`config.mk`:
```
export PLATFORM = sky130hd
export DESIGN_NAME = gpr_xfer_sequencer_flat
export DESIGN_NICKNAME = d
export VERILOG_FILES = /design/src/rtl/gpr_pkg.sv /design/src/rtl/gpr_xfer_sequencer_if.sv /design/src/rtl/gpr_onehot_dec.sv /design/src/rtl/gpr_xfer_sequencer.sv /design/src/flat_wrapper.sv
export SDC_FILE = /design/constraint.sdc
export NUM_CORES = 1
export LEC_CHECK = 0
export CAP_MARGIN = 30
export CORE_MARGIN = 3
export CORE_UTILIZATION = 25
export DETAILED_ROUTE_END_ITERATION = 12
export REMOVE_ABC_BUFFERS = 1
export SLEW_MARGIN = 20
export SYNTH_ARGS = -nofsm -noshare
export SYNTH_HDL_FRONTEND = slang
export SYNTH_SLANG_ARGS = --single-unit
```
`constraint.sdc`:
```
create_clock -name clk -period 1.7 [get_ports clk]
set_input_delay 0.34 -clock clk [delete_from_list [all_inputs] [get_ports clk]]
set_output_delay 0.34 -clock clk [all_outputs]
set_load 0.03 [all_outputs]
```
`src/rtl/gpr_pkg.sv`:
```
// Shared types and defaults for the GPR transfer sequencer.
package gpr_pkg;

  typedef enum logic [2:0] {
    ST_IDLE,
    ST_READ,
    ST_EXEC,
    ST_WRITE,
    ST_DONE
  } state_t;

  localparam logic [1:0] MODE_ALU    = 2'd0;
  localparam logic [1:0] MODE_RDONLY = 2'd1;
  localparam logic [1:0] MODE_THRU   = 2'd2;

  localparam int DEF_NREG    = 16;
  localparam int DEF_IDX_W   = 4;
  localparam int DEF_TIMEOUT = 15;

endpackage

```
`src/rtl/gpr_xfer_sequencer_if.sv`:
```
// Request, ALU handshake and GPR enable bundle between decoder/ALU side and the sequencer.
interface gpr_xfer_sequencer_if
  import gpr_pkg::*;
#(
  parameter int NREG  = DEF_NREG,
  parameter int IDX_W = DEF_IDX_W
);
  logic             req_valid;
  logic             req_ready;
  logic [IDX_W-1:0] req_rs1;
  logic [IDX_W-1:0] req_rs2;
  logic [IDX_W-1:0] req_rd;
  logic [1:0]       req_mode;
  logic             alu_start;
  logic             alu_done;
  logic [NREG-1:0]  rd_A_en;
  logic [NREG-1:0]  rd_B_en;
  logic [NREG-1:0]  wt_en;
  logic [NREG-1:0]  through_C_en;
  logic             done;
  logic             err;
  logic             busy;

  modport master (
    output req_valid, req_rs1, req_rs2, req_rd, req_mode, alu_done,
    input  req_ready, alu_start, rd_A_en, rd_B_en, wt_en, through_C_en, done, err, busy
  );

  modport slave (
    input  req_valid, req_rs1, req_rs2, req_rd, req_mode, alu_done,
    output req_ready, alu_start, rd_A_en, rd_B_en, wt_en, through_C_en, done, err, busy
  );
endinterface

```
`src/rtl/gpr_onehot_dec.sv`:
```
// Index-to-one-hot decoder; indices at or above NREG decode to all zeros.
module gpr_onehot_dec #(
  parameter int NREG  = 16,
  parameter int IDX_W = 4
) (
  input  logic [IDX_W-1:0] idx,
  input  logic             en,
  output logic [NREG-1:0]  onehot
);
  always_comb begin
    onehot = '0;
    for (int i = 0; i < NREG; i++) begin
      onehot[i] = en && (idx == IDX_W'(i));
    end
  end
endmodule

```
`src/rtl/gpr_xfer_sequencer.sv`:
```
// Sequences one GPR read/execute/write transfer at a time; sole source of GPR bus enables.
//   state    | meaning
//   IDLE     | ready for a request
//   READ     | rs1 on A, rs2 on B, alu_start pulse
//   EXEC     | operands held, waiting for alu_done or timeout
//   WRITE    | wt_en[rd] (plus through_C_en[rd] in THRU mode)
//   DONE     | done pulse, err qualifies abort
module gpr_xfer_sequencer
  import gpr_pkg::*;
#(
  parameter int NREG    = DEF_NREG,
  parameter int IDX_W   = DEF_IDX_W,
  parameter int TIMEOUT = DEF_TIMEOUT
) (
  input logic            clk,
  input logic            rst_n,
  gpr_xfer_sequencer_if.slave bus
);
  localparam logic [IDX_W:0] NREG_LIM = (IDX_W+1)'(NREG);
  localparam logic [7:0]     CNT_INIT = 8'(TIMEOUT - 1);

  state_t           state, state_nxt;
  logic [IDX_W-1:0] rs1_q, rs2_q, rd_q;
  logic [1:0]       mode_q;
  logic [7:0]       cnt_q;
  logic             err_q, err_nxt;
  logic             accept;
  logic             rs1_ok, rs2_ok, rd_ok;

  assign accept = (state == ST_IDLE) && bus.req_valid;
  assign rs1_ok = {1'b0, bus.req_rs1} < NREG_LIM;
  assign rs2_ok = {1'b0, bus.req_rs2} < NREG_LIM;
  assign rd_ok  = {1'b0, bus.req_rd}  < NREG_LIM;

  always_ff @(posedge clk or negedge rst_n) begin
    if (!rst_n) begin
      state  <= ST_IDLE;
      rs1_q  <= '0;
      rs2_q  <= '0;
      rd_q   <= '0;
      mode_q <= MODE_ALU;
      cnt_q  <= '0;
      err_q  <= 1'b0;
    end else begin
      state <= state_nxt;
      err_q <= err_nxt;
      if (accept) begin
        rs1_q  <= bus.req_rs1;
        rs2_q  <= bus.req_rs2;
        rd_q   <= bus.req_rd;
        mode_q <= bus.req_mode;
      end
      // Down-counter: loaded in READ so the first EXEC cycle sees TIMEOUT-1.
      if (state == ST_READ) begin
        cnt_q <= CNT_INIT;
      end else if (state == ST_EXEC && cnt_q != '0) begin
        cnt_q <= cnt_q - 8'd1;
      end
    end
  end

  always_comb begin
    state_nxt = state;
    err_nxt   = 1'b0;
    case (state)
      ST_IDLE: begin
        if (bus.req_valid) begin
          case (bus.req_mode)
            MODE_ALU:    state_nxt = (rs1_ok && rs2_ok && rd_ok) ? ST_READ : ST_DONE;
            MODE_RDONLY: state_nxt = (rs1_ok && rs2_ok) ? ST_READ : ST_DONE;
            MODE_THRU:   state_nxt = rd_ok ? ST_WRITE : ST_DONE;
            default:     state_nxt = ST_DONE;
          endcase
          err_nxt = (state_nxt == ST_DONE);
        end
      end
      ST_READ:  state_nxt = (mode_q == MODE_ALU) ? ST_EXEC : ST_DONE;
      ST_EXEC: begin
        if (bus.alu_done) begin
          state_nxt = ST_WRITE;
        end else if (cnt_q == '0) begin
          state_nxt = ST_DONE;
          err_nxt   = 1'b1;
        end
      end
      ST_WRITE: state_nxt = ST_DONE;
      ST_DONE:  state_nxt = ST_IDLE;
      default:  state_nxt = ST_IDLE;
    endcase
  end

  logic ab_en, w_en, c_en;
  assign ab_en = (state == ST_READ) || (state == ST_EXEC);
  assign w_en  = (state == ST_WRITE);
  assign c_en  = (state == ST_WRITE) && (mode_q == MODE_THRU);

  gpr_onehot_dec #(.NREG(NREG), .IDX_W(IDX_W)) u_dec_a (.idx(rs1_q), .en(ab_en), .onehot(bus.rd_A_en));
  gpr_onehot_dec #(.NREG(NREG), .IDX_W(IDX_W)) u_dec_b (.idx(rs2_q), .en(ab_en), .onehot(bus.rd_B_en));
  gpr_onehot_dec #(.NREG(NREG), .IDX_W(IDX_W)) u_dec_w (.idx(rd_q),  .en(w_en),  .onehot(bus.wt_en));
  gpr_onehot_dec #(.NREG(NREG), .IDX_W(IDX_W)) u_dec_c (.idx(rd_q),  .en(c_en),  .onehot(bus.through_C_en));

  assign bus.req_ready = (state == ST_IDLE);
  assign bus.busy      = (state != ST_IDLE);
  assign bus.alu_start = (state == ST_READ);
  assign bus.done      = (state == ST_DONE);
  assign bus.err       = err_q;
endmodule
```
`src/flat_wrapper.sv`:
```
// flat-port wrapper written by rule: the top's interface ports become plain ports
module gpr_xfer_sequencer_flat import gpr_pkg::*;
#(
  parameter int NREG    = DEF_NREG,
  parameter int IDX_W   = DEF_IDX_W,
  parameter int TIMEOUT = DEF_TIMEOUT
)
  (clk, rst_n, bus_req_valid, bus_req_rs1, bus_req_rs2, bus_req_rd, bus_req_mode, bus_alu_done, bus_req_ready, bus_alu_start, bus_rd_A_en, bus_rd_B_en, bus_wt_en, bus_through_C_en, bus_done, bus_err, bus_busy);
  gpr_xfer_sequencer_if #(.NREG(NREG), .IDX_W(IDX_W)) bus_i ();
  input logic clk;
  input logic rst_n;
  input wire logic [$bits(bus_i.req_valid)-1:0] bus_req_valid;
  input wire logic [$bits(bus_i.req_rs1)-1:0] bus_req_rs1;
  input wire logic [$bits(bus_i.req_rs2)-1:0] bus_req_rs2;
  input wire logic [$bits(bus_i.req_rd)-1:0] bus_req_rd;
  input wire logic [$bits(bus_i.req_mode)-1:0] bus_req_mode;
  input wire logic [$bits(bus_i.alu_done)-1:0] bus_alu_done;
  output wire logic [$bits(bus_i.req_ready)-1:0] bus_req_ready;
  output wire logic [$bits(bus_i.alu_start)-1:0] bus_alu_start;
  output wire logic [$bits(bus_i.rd_A_en)-1:0] bus_rd_A_en;
  output wire logic [$bits(bus_i.rd_B_en)-1:0] bus_rd_B_en;
  output wire logic [$bits(bus_i.wt_en)-1:0] bus_wt_en;
  output wire logic [$bits(bus_i.through_C_en)-1:0] bus_through_C_en;
  output wire logic [$bits(bus_i.done)-1:0] bus_done;
  output wire logic [$bits(bus_i.err)-1:0] bus_err;
  output wire logic [$bits(bus_i.busy)-1:0] bus_busy;
  assign bus_i.req_valid = bus_req_valid;
  assign bus_i.req_rs1 = bus_req_rs1;
  assign bus_i.req_rs2 = bus_req_rs2;
  assign bus_i.req_rd = bus_req_rd;
  assign bus_i.req_mode = bus_req_mode;
  assign bus_i.alu_done = bus_alu_done;
  assign bus_req_ready = bus_i.req_ready;
  assign bus_alu_start = bus_i.alu_start;
  assign bus_rd_A_en = bus_i.rd_A_en;
  assign bus_rd_B_en = bus_i.rd_B_en;
  assign bus_wt_en = bus_i.wt_en;
  assign bus_through_C_en = bus_i.through_C_en;
  assign bus_done = bus_i.done;
  assign bus_err = bus_i.err;
  assign bus_busy = bus_i.busy;
  gpr_xfer_sequencer #(.NREG(NREG), .IDX_W(IDX_W), .TIMEOUT(TIMEOUT)) u_core (.clk(clk), .rst_n(rst_n), .bus(bus_i));
endmodule
```
Yosys cells after proc, flatten, opt, wreduce, memory -nomap -nowiden
Index checks and enable logic that the tools add are counted.
- flip-flop bits (word level): 26
- latch bits: 0
- RAM bits: 0
- bits in read-only memories: 0
- input port bits: 18
- output and inout port bits: 69
- memories kept: 0
- $add $sub $neg: 1
- multiply operators: 0
- div/mod/pow operators: 0
- $lt $le $gt $ge: 0
- eq/ne operators: 55
- shifts and indexed selects: 0
- multiplexer cells: 14
- bitwise gates (word level): 0
- reduce and logical (&&, ||, !) cells: 80
- operators with widths (operator ; number):
    4-bit == test (second input constant) ; 24
    1-bit logical AND ; 67
    4-bit by 3-bit == test with 1-bit output (second input constant) ; 12
    4-bit by 2-bit == test with 1-bit output (second input constant) ; 6
    3-bit 2-to-1 mux ; 6
    8-bit 2-to-1 mux ; 2
    4-bit by 1-bit == test with 1-bit output (second input constant) ; 3
    4-bit logical NOT ; 3
    3-bit one-hot mux with 4 select lines ; 1
    8-bit logical NOT ; 1
    8-bit nonzero test ; 1
    8-bit by 1-bit subtractor with 8-bit output (second input constant) ; 1
    3-bit by 2-bit == test with 1-bit output (second input constant) ; 2
    3-bit == test (second input constant) ; 2
    3-bit one-hot mux with 2 select lines ; 1
    2-bit == test (second input constant) ; 2
    2-bit logical NOT ; 2
    3-bit by 1-bit == test with 1-bit output (second input constant) ; 1
    3-bit logical NOT ; 1
    1-bit 2-to-1 mux ; 3
    3-bit inequality test (second input constant) ; 1
    3-bit nonzero test ; 1
    2-bit by 1-bit == test with 1-bit output (second input constant) ; 1
    2-bit inequality test (second input constant) ; 1
    5 further kinds ; 5

Longest topological paths before layout
Gate-level depths: netlist of run 1.
- depth in word-level cells: 8
- gate-level depth with buffers: 6
- mapped depth without buffers: 6

By module
A second synthesis of run 1 with hierarchy kept.
- cells, all modules: 209
- area, all modules: 1803.0 µm²
- modules (own cells, without submodules) (module ; times used ; cells each ; area an instance (µm²)):
    gpr_xfer_sequencer ; 1 ; 117 ; 1332.5
    gpr_onehot_dec ; 4 ; 23 ; 117.6

Worst setup path after synthesis of run 1
OpenSTA, ideal clock, no wires.
- path kind: register -> output
- from: reg u_core.state[2]
- to: out bus_wt_en[1]
- arrival: 1.951 ns
- data required time: 1.360 ns
- path slack: -0.591 ns
- cell stages (with the launch flop): 6
- buffers on the path: 2
- path through: dfrtp_1 buf_2 nand3b_1 or3b_1 clkbuf_1 nor3_1
- cells in the longest elaborated chain, start to end: 2
- ends and longest elaborated chain (item ; RTL line ; source):
    start: declaration ; gpr_xfer_sequencer.sv:22 ; state_t state, state_nxt;
    start signal: assignment ; gpr_xfer_sequencer.sv:45 ; state <= state_nxt;
    3-bit by 2-bit == test with 1-bit output ; gpr_xfer_sequencer.sv:94 ; assign w_en = (state == ST_WRITE);
    1-bit logical AND ; gpr_onehot_dec.sv:13 ; onehot[i] = en && (idx == IDX_W'(i));
    end: declaration ; flat_wrapper.sv:22 ; output wire logic [$bits(bus_i.wt_en)-1:0] bus_wt_en;
No other way between the ends.

Worst setup path in the final report of run 1
Same ends and word-level chain as after synthesis.

==> results.toml, run 1 <==
[status]
status = "finished, violations left"
violations = "negative setup slack"

[detailed_routing]
vias = 1892
antenna_left = 0
drc_errors = 0
vias_per_cell = 4.81
wl_per_cell_um = 14.0
drt-initial-drc-count = 52
dr.pass1.iters = 4
drt_wl_total_um = 5520

[sta]
setup_tns_ns = -16.80
hold_violations = 0
finClkSkew_ns = 0.00613
slew-limit-headroom = 0.699
worst_pin_slew_ns = 0.448
setup_viol = 68
fin_crit_sh = 1.20
timing.hold.ws_ns = 0.427
rsz0062_at_grt = "yes"
fmax_mhz = 489
setup_ws_ns = -0.343
finalCriticalPeriod_ns = 2.04
drv_slew = 0

[synthesis]
synth-simple-area-share = 0.379
synthesis.instances = 202
avgSynthCellArea_sq_um = 8.49
seq_area_frac_synth = 0.380
async_reset_ff_frac = 1.00
syn_area_sq_um = 1710
synth-seq-cells = 26
synth-main-ff-cell = "dfrtp_1"
synthMuxAreaShare = 0.107
synth_edf_count = 0
synth_compound_area_frac = 0.0606
synth_top_family_by_area = "simple AND/OR/NAND/NOR gates"
synth.distinct_cells = 40
synth-xor-area-share = 0.0153
yosys_warnings = 0
synth-adder-area-share = 0.0146

[critical_path]
arrival_ns = 1.70
r2r_slack_ns = -0.05
crit_type = "reg -> out"
r2r_cells = 7
rr_startpoint = "u_core.cnt_q[0]"
crit_path_end_kind = "output port"
worst_r2r_endpoint = "u_core.cnt_q[7]"
critical_path_required_ns = 1.36
crit_fanout = 8
start_kind = "flop"

[clocking]
clock-sinks = 26
insertion_delay_ns = 0.27
clk_pin_slew_ns = 0.09
cts-buffers-inserted = 3
cts_buffer_depth = 2
clock-root-buffer = "clkbuf_8"
h-tree-depth = 1
cts_tree = "yes"

[placed_design]
hpwl_um = 3860
io_buffer_count = 86
place_congestion = 0.752

[global_route]
grt_pass1_vias = 1745
grt_pass1_wl_um = 8120
grt-ovfl-total = 0
grt_usage = 0.128
grt_max_degree = 27
antenna_found_initial = 0

[layout]
synthToLayoutAreaGrowth_pct = 82.0
diodes = 0
fin_nets = 337
drive_above_1_share = 0.528
fillCellCount = 605

[power_and_ir_drop]
leakage_nw = 1.33
totalPowerFinal_w = 0.00479
p_sw_frac = 0.467
p_sw_w = 0.00224
irDropWorstVdd_mv = 0.785
p_clk_frac = 0.084
intPower_w = 0.00255
pwr-share-seq = 0.265
p_comb_frac = 0.651
powerDensity_nw_per_um2 = 1540

[floorplan]
row_count = 29
io-pin-count = 87
design.core.area_sq_um = 6490
die_w_um = 88.8
die_y_um = 88.8
dieArea_sq_um = 7890
start_util = 0.264

[worst_hold_path]
hold_class = "in -> async"

[job]
max_cap_viol_count = 0
[how the worst max path moves through the flow]
stage	slack [ns]	start	endpoint
after floorplan	-0.61	u_core.state[0]	u_core.cnt_q[4]
after global placement	-0.09	u_core.state[0]	bus_rd_B_en[0]
after detailed placement	-0.12	u_core.state[2]	bus_wt_en[1]
after CTS	-0.33	u_core.state[2]	bus_wt_en[1]
after global routing	-0.43	u_core.state[2]	bus_wt_en[1]
final	-0.34	u_core.state[2]	bus_wt_en[1]
[layer usage]
| layer | vias up | GRT usage | part of all wire |
|---|---|---|---|
| li1 | 927 | - | - |
| met1 | 891 | 0.163 | 0.41 |
| met2 | 72 | 0.227 | 0.52 |
| met3 | 2 | 0.0279 | 0.076 |
| met4 | 0 | 0.0124 | 0.0014 |
| met5 | - | 0 | 0 |
[through the flow]
stage                     setup slack, ns  instances   util  instance area [sq um]
after global routing               -0.428        393  0.480                   3120
after detailed placement           -0.117        378  0.405                   2630
after CTS                          -0.330        391  0.456                   2960
after floorplan                    -0.609        192      -                   1660
after global placement            -0.0914        378  0.405                   2630
final                              -0.343        393  0.480                   3120
[synth_stat cells, drive strengths merged (2+ instances only)]
cell    number  share of area
nand3        4          0.015
nand2        7          0.015
inv          5          0.011
nand2b       6          0.022
mux2        16           0.11
a211oi       3          0.013
o31ai        2         0.0088
nor2b        2         0.0073
clkbuf       4         0.0088
nor3b        4          0.024
nor3        19          0.062
ha           2          0.015
xnor2        2          0.010
nand3b       7          0.031
nor2        63           0.14
nand4b       3          0.015
or3          2         0.0073
or4          3          0.013
a21oi        4          0.012
dfrtp       26           0.38
buf          6          0.024
[critical path, stage by stage (launching register included)]
cell and delay (ns):
dfrtp_1 0.39, nand3b_1 0.22, or3b_4 0.49, nor3_2 0.14
buf_4 0.18
[cell families (layout without fill, tap and decap cells)]
family | Yosys count | in the layout
adders and majority gates | 2 | 2
DFF | 26 | 26
and+or+nand+nor | 126 | 126
xor gates and xnor gates | 3 | 3
buffers and inverters | 15 | 129
muxes | 16 | 16
AOI/OAI and AO/OA | 14 | 14
[state kept, by name (all words and copies together) (netlist names)]
name / cells
u_core.cnt_q: 8
u_core.rd_q: 4
u_core.state: 3
u_core.rs1_q: 4
u_core.bus.err: 1
u_core.mode_q: 2
u_core.rs2_q: 4
[cell type report]
class	count	area, sq um	area share
inverter	5	18.8	0.00602
tap	77	96.3	0.0309
timing repair buffer	120	1050	0.337
multi-input combinational	161	1250	0.400
clock buffer	4	55.1	0.0176
sequential	26	651	0.209
[placed cells by master (no fill, tap or decap), types with 4 or more instances in the layout]
cell type / count
buf_4: 76
buf_6: 25
clkbuf_8: 4
clkdlybuf4s50_1: 18
dfrtp_1: 26
inv_1: 5
mux2_2: 12
nand2_1: 6
nand2b_1: 6
nand3b_1: 7
nor2_1: 46
nor2_4: 16
nor3_1: 8
nor3_2: 9
[power by group through the flow]
stage / logic (W) / clock network, W / registers [W]
CTS: 0.00293 / 0.000420 / 0.00124
global route: 0.00336 / 0.000440 / 0.00133
global placement: 0.00252 / 0 / 0.00120
floorplan: 0.00147 / 0 / 0.00123
finish: 0.00312 / 0.000405 / 0.00127
detailed placement: 0.00253 / 0 / 0.00121
[timing repair]
action / CTS / global route
hold buffers: 0 / 0
setup endpoints to repair: 70 / 85
resized for setup: 52 / 36
buffers inserted: 9 / 2
gates cloned: 0 / 0
pin swaps: 27 / 10
No activity file was read; power rests on OpenSTA's default activity.
==> run 2: changes to the inputs <==
- CORE_UTILIZATION: 25 -> 36
- PLACE_DENSITY: default -> 0.76
==> run 2 against run 1 <==
- the run still ends with negative setup slack left
- routed wire length grew 8.0%
- clock skew decreased by 0.0035 ns
- critical path depth grew 3
- first-iteration DRC count is 17% lower
- non-clock buffer count increased by 13
- clock power down 1%
- power grew 19%
- utilization grew 29 points
- sequential power increased by 3%
- worst setup slack got worse by 0.098 ns
- sequential share of layout area shrank 1.8 points
- critical path type unchanged
- critical endpoint is now bus_rd_B_en[2]
- highest routed layer unchanged
==> results.toml, run 2 (same netlist as run 1, synthesis figures left out) <==
[status]
status = "finished, violations left"
violations = "negative setup slack"

[floorplan]
design.core.area_sq_um = 4470
die_y_um = 75.0
dieArea_sq_um = 5630
start_util = 0.383
io-pin-count = 87
die_w_um = 75.0
row_count = 24

[global_route]
grt_pass1_vias = 1660
grt_usage = 0.175
grt-ovfl-total = 0
antenna_found_initial = 0
grt_max_degree = 27
grt_pass1_wl_um = 7660

[critical_path]
crit_type = "reg -> out"
r2r_slack_ns = -0.30
rr_startpoint = "u_core.state[2]"
crit_path_end_kind = "output port"
start_kind = "flop"
critical_path_required_ns = 1.36
crit_fanout = 6
arrival_ns = 1.80
setup.worst_path.start = "u_core.state[2]"

[sta]
fin_crit_sh = 1.26
hold_violations = 0
finalCriticalPeriod_ns = 2.14
slew-limit-headroom = 0.719
drv_slew = 0
setup_viol = 92
worst_pin_slew_ns = 0.418
fmax_mhz = 467
rsz0062_at_grt = "yes"
finClkSkew_ns = 0.00260
setup_ws_ns = -0.441
setup_tns_ns = -20.79

[layout]
fin_nets = 350
mostFrequentLayoutCells = "buf_4 (69), buf_6 (43), nor2_1 (39)"
synthToLayoutAreaGrowth_pct = 101
top_register = "u_core.cnt_q"
largest_reg_flops = 8
drive_above_1_share = 0.605
final_common_cell = "buf_4"
fin_area_sq_um = 3440
diodes = 0
fin_util = 0.769
fillCellCount = 299

[detailed_routing]
vias_per_cell = 5.17
wl_per_cell_um = 15.6
drc_errors = 0
antenna_left = 0
drt_wl_total_um = 5960
dr.pass1.iters = 4
drt-initial-drc-count = 43
vias = 1971

[clocking]
cts_buffer_depth = 2
clock-sinks = 26
h-tree-depth = 1
cts_tree = "yes"
clock-root-buffer = "clkbuf_8"
cts-buffers-inserted = 3
clk_pin_slew_ns = 0.09
insertion_delay_ns = 0.27

[placed_design]
io_buffer_count = 86
hpwl_um = 3730
place_congestion = 0.855
place_area_sq_um = 2630

[job]
max_cap_viol_count = 0

[power_and_ir_drop]
powerDensity_nw_per_um2 = 1660
leakage_nw = 1.48
irDropWorstVdd_mv = 1.02

[worst_hold_path]
hold_class = "in -> async"
## run 2: changes by cell type in the layout (fill, tap and decap cells not counted), sizes merged
cell,change
buf,+13
## run 2: what timing repair did
action | CTS | global route
setup endpoints to repair | 86 | 91
setup buffers | 9 | 11
hold buffers | 0 | 0
gates resized for setup | 53 | 102
gates cloned | 1 | 0
pin swaps | 46 | 27
## run 2: power breakdown
| group | total [W] | switching, W | internal (W) | leakage [nW] |
|---|---|---|---|---|
| clock network | 0.000399 | 0.000191 | 0.000207 | 0.0288 |
| logic | 0.00400 | 0.00196 | 0.00204 | 1.14 |
| registers | 0.00131 | 0.000425 | 0.000889 | 0.309 |
## run 2: stage by stage
stage | total power [W] | std cells | hold WS [ns] | setup WS (ns)
floorplan | 0.00270 | 192 | 0.0444 | -0.609
global placement | 0.00378 | 357 | 0.532 | -0.106
detailed placement | 0.00382 | 357 | 0.549 | -0.157
CTS | 0.00479 | 371 | 0.432 | -0.353
global route | 0.00605 | 381 | 0.456 | -0.576
finish | 0.00571 | 381 | 0.428 | -0.441
## run 2: area by class of cell
cell class                 instances  area (sq um)  share of cell area
clock buffer                       4          55.1              0.0160
inverter                           5          18.8             0.00546
multi-input combinational        161          1390               0.405
sequential                        26           657               0.191
tap                               52          65.1              0.0189
timing repair buffer             133          1250               0.363
## run 2: critical path, stage by stage (launching register included)
cell	delay (ns)
dfrtp_1	0.41
buf_6	0.14
buf_6	0.11
nor2_4	0.10
buf_6	0.14
nand3b_1	0.17
nor3_1	0.25
buf_4	0.21
## run 2: worst paths after layout
kind	cells after the start	to
setup reg to reg	9	u_core.cnt_q[7]
hold reg to reg	2	u_core.cnt_q[7]
setup / recovery	7	bus_rd_B_en[2]
hold / removal	2	u_core.rs2_q[2]
max in group asynchronous	2	u_core.rd_q[2]
min in group clk	2	u_core.cnt_q[7]
## run 2: metal layers
layer / global-route usage / share of wire / wire length [um] / vias to the layer above
met5: 0 / 0 / 0 / -
met4: 0.0296 / 0.0042 / 25 / 0
met3: 0.0240 / 0.056 / 333 / 3
met2: 0.317 / 0.55 / 3270 / 61
met1: 0.224 / 0.39 / 2330 / 954
li1: - / - / - / 953
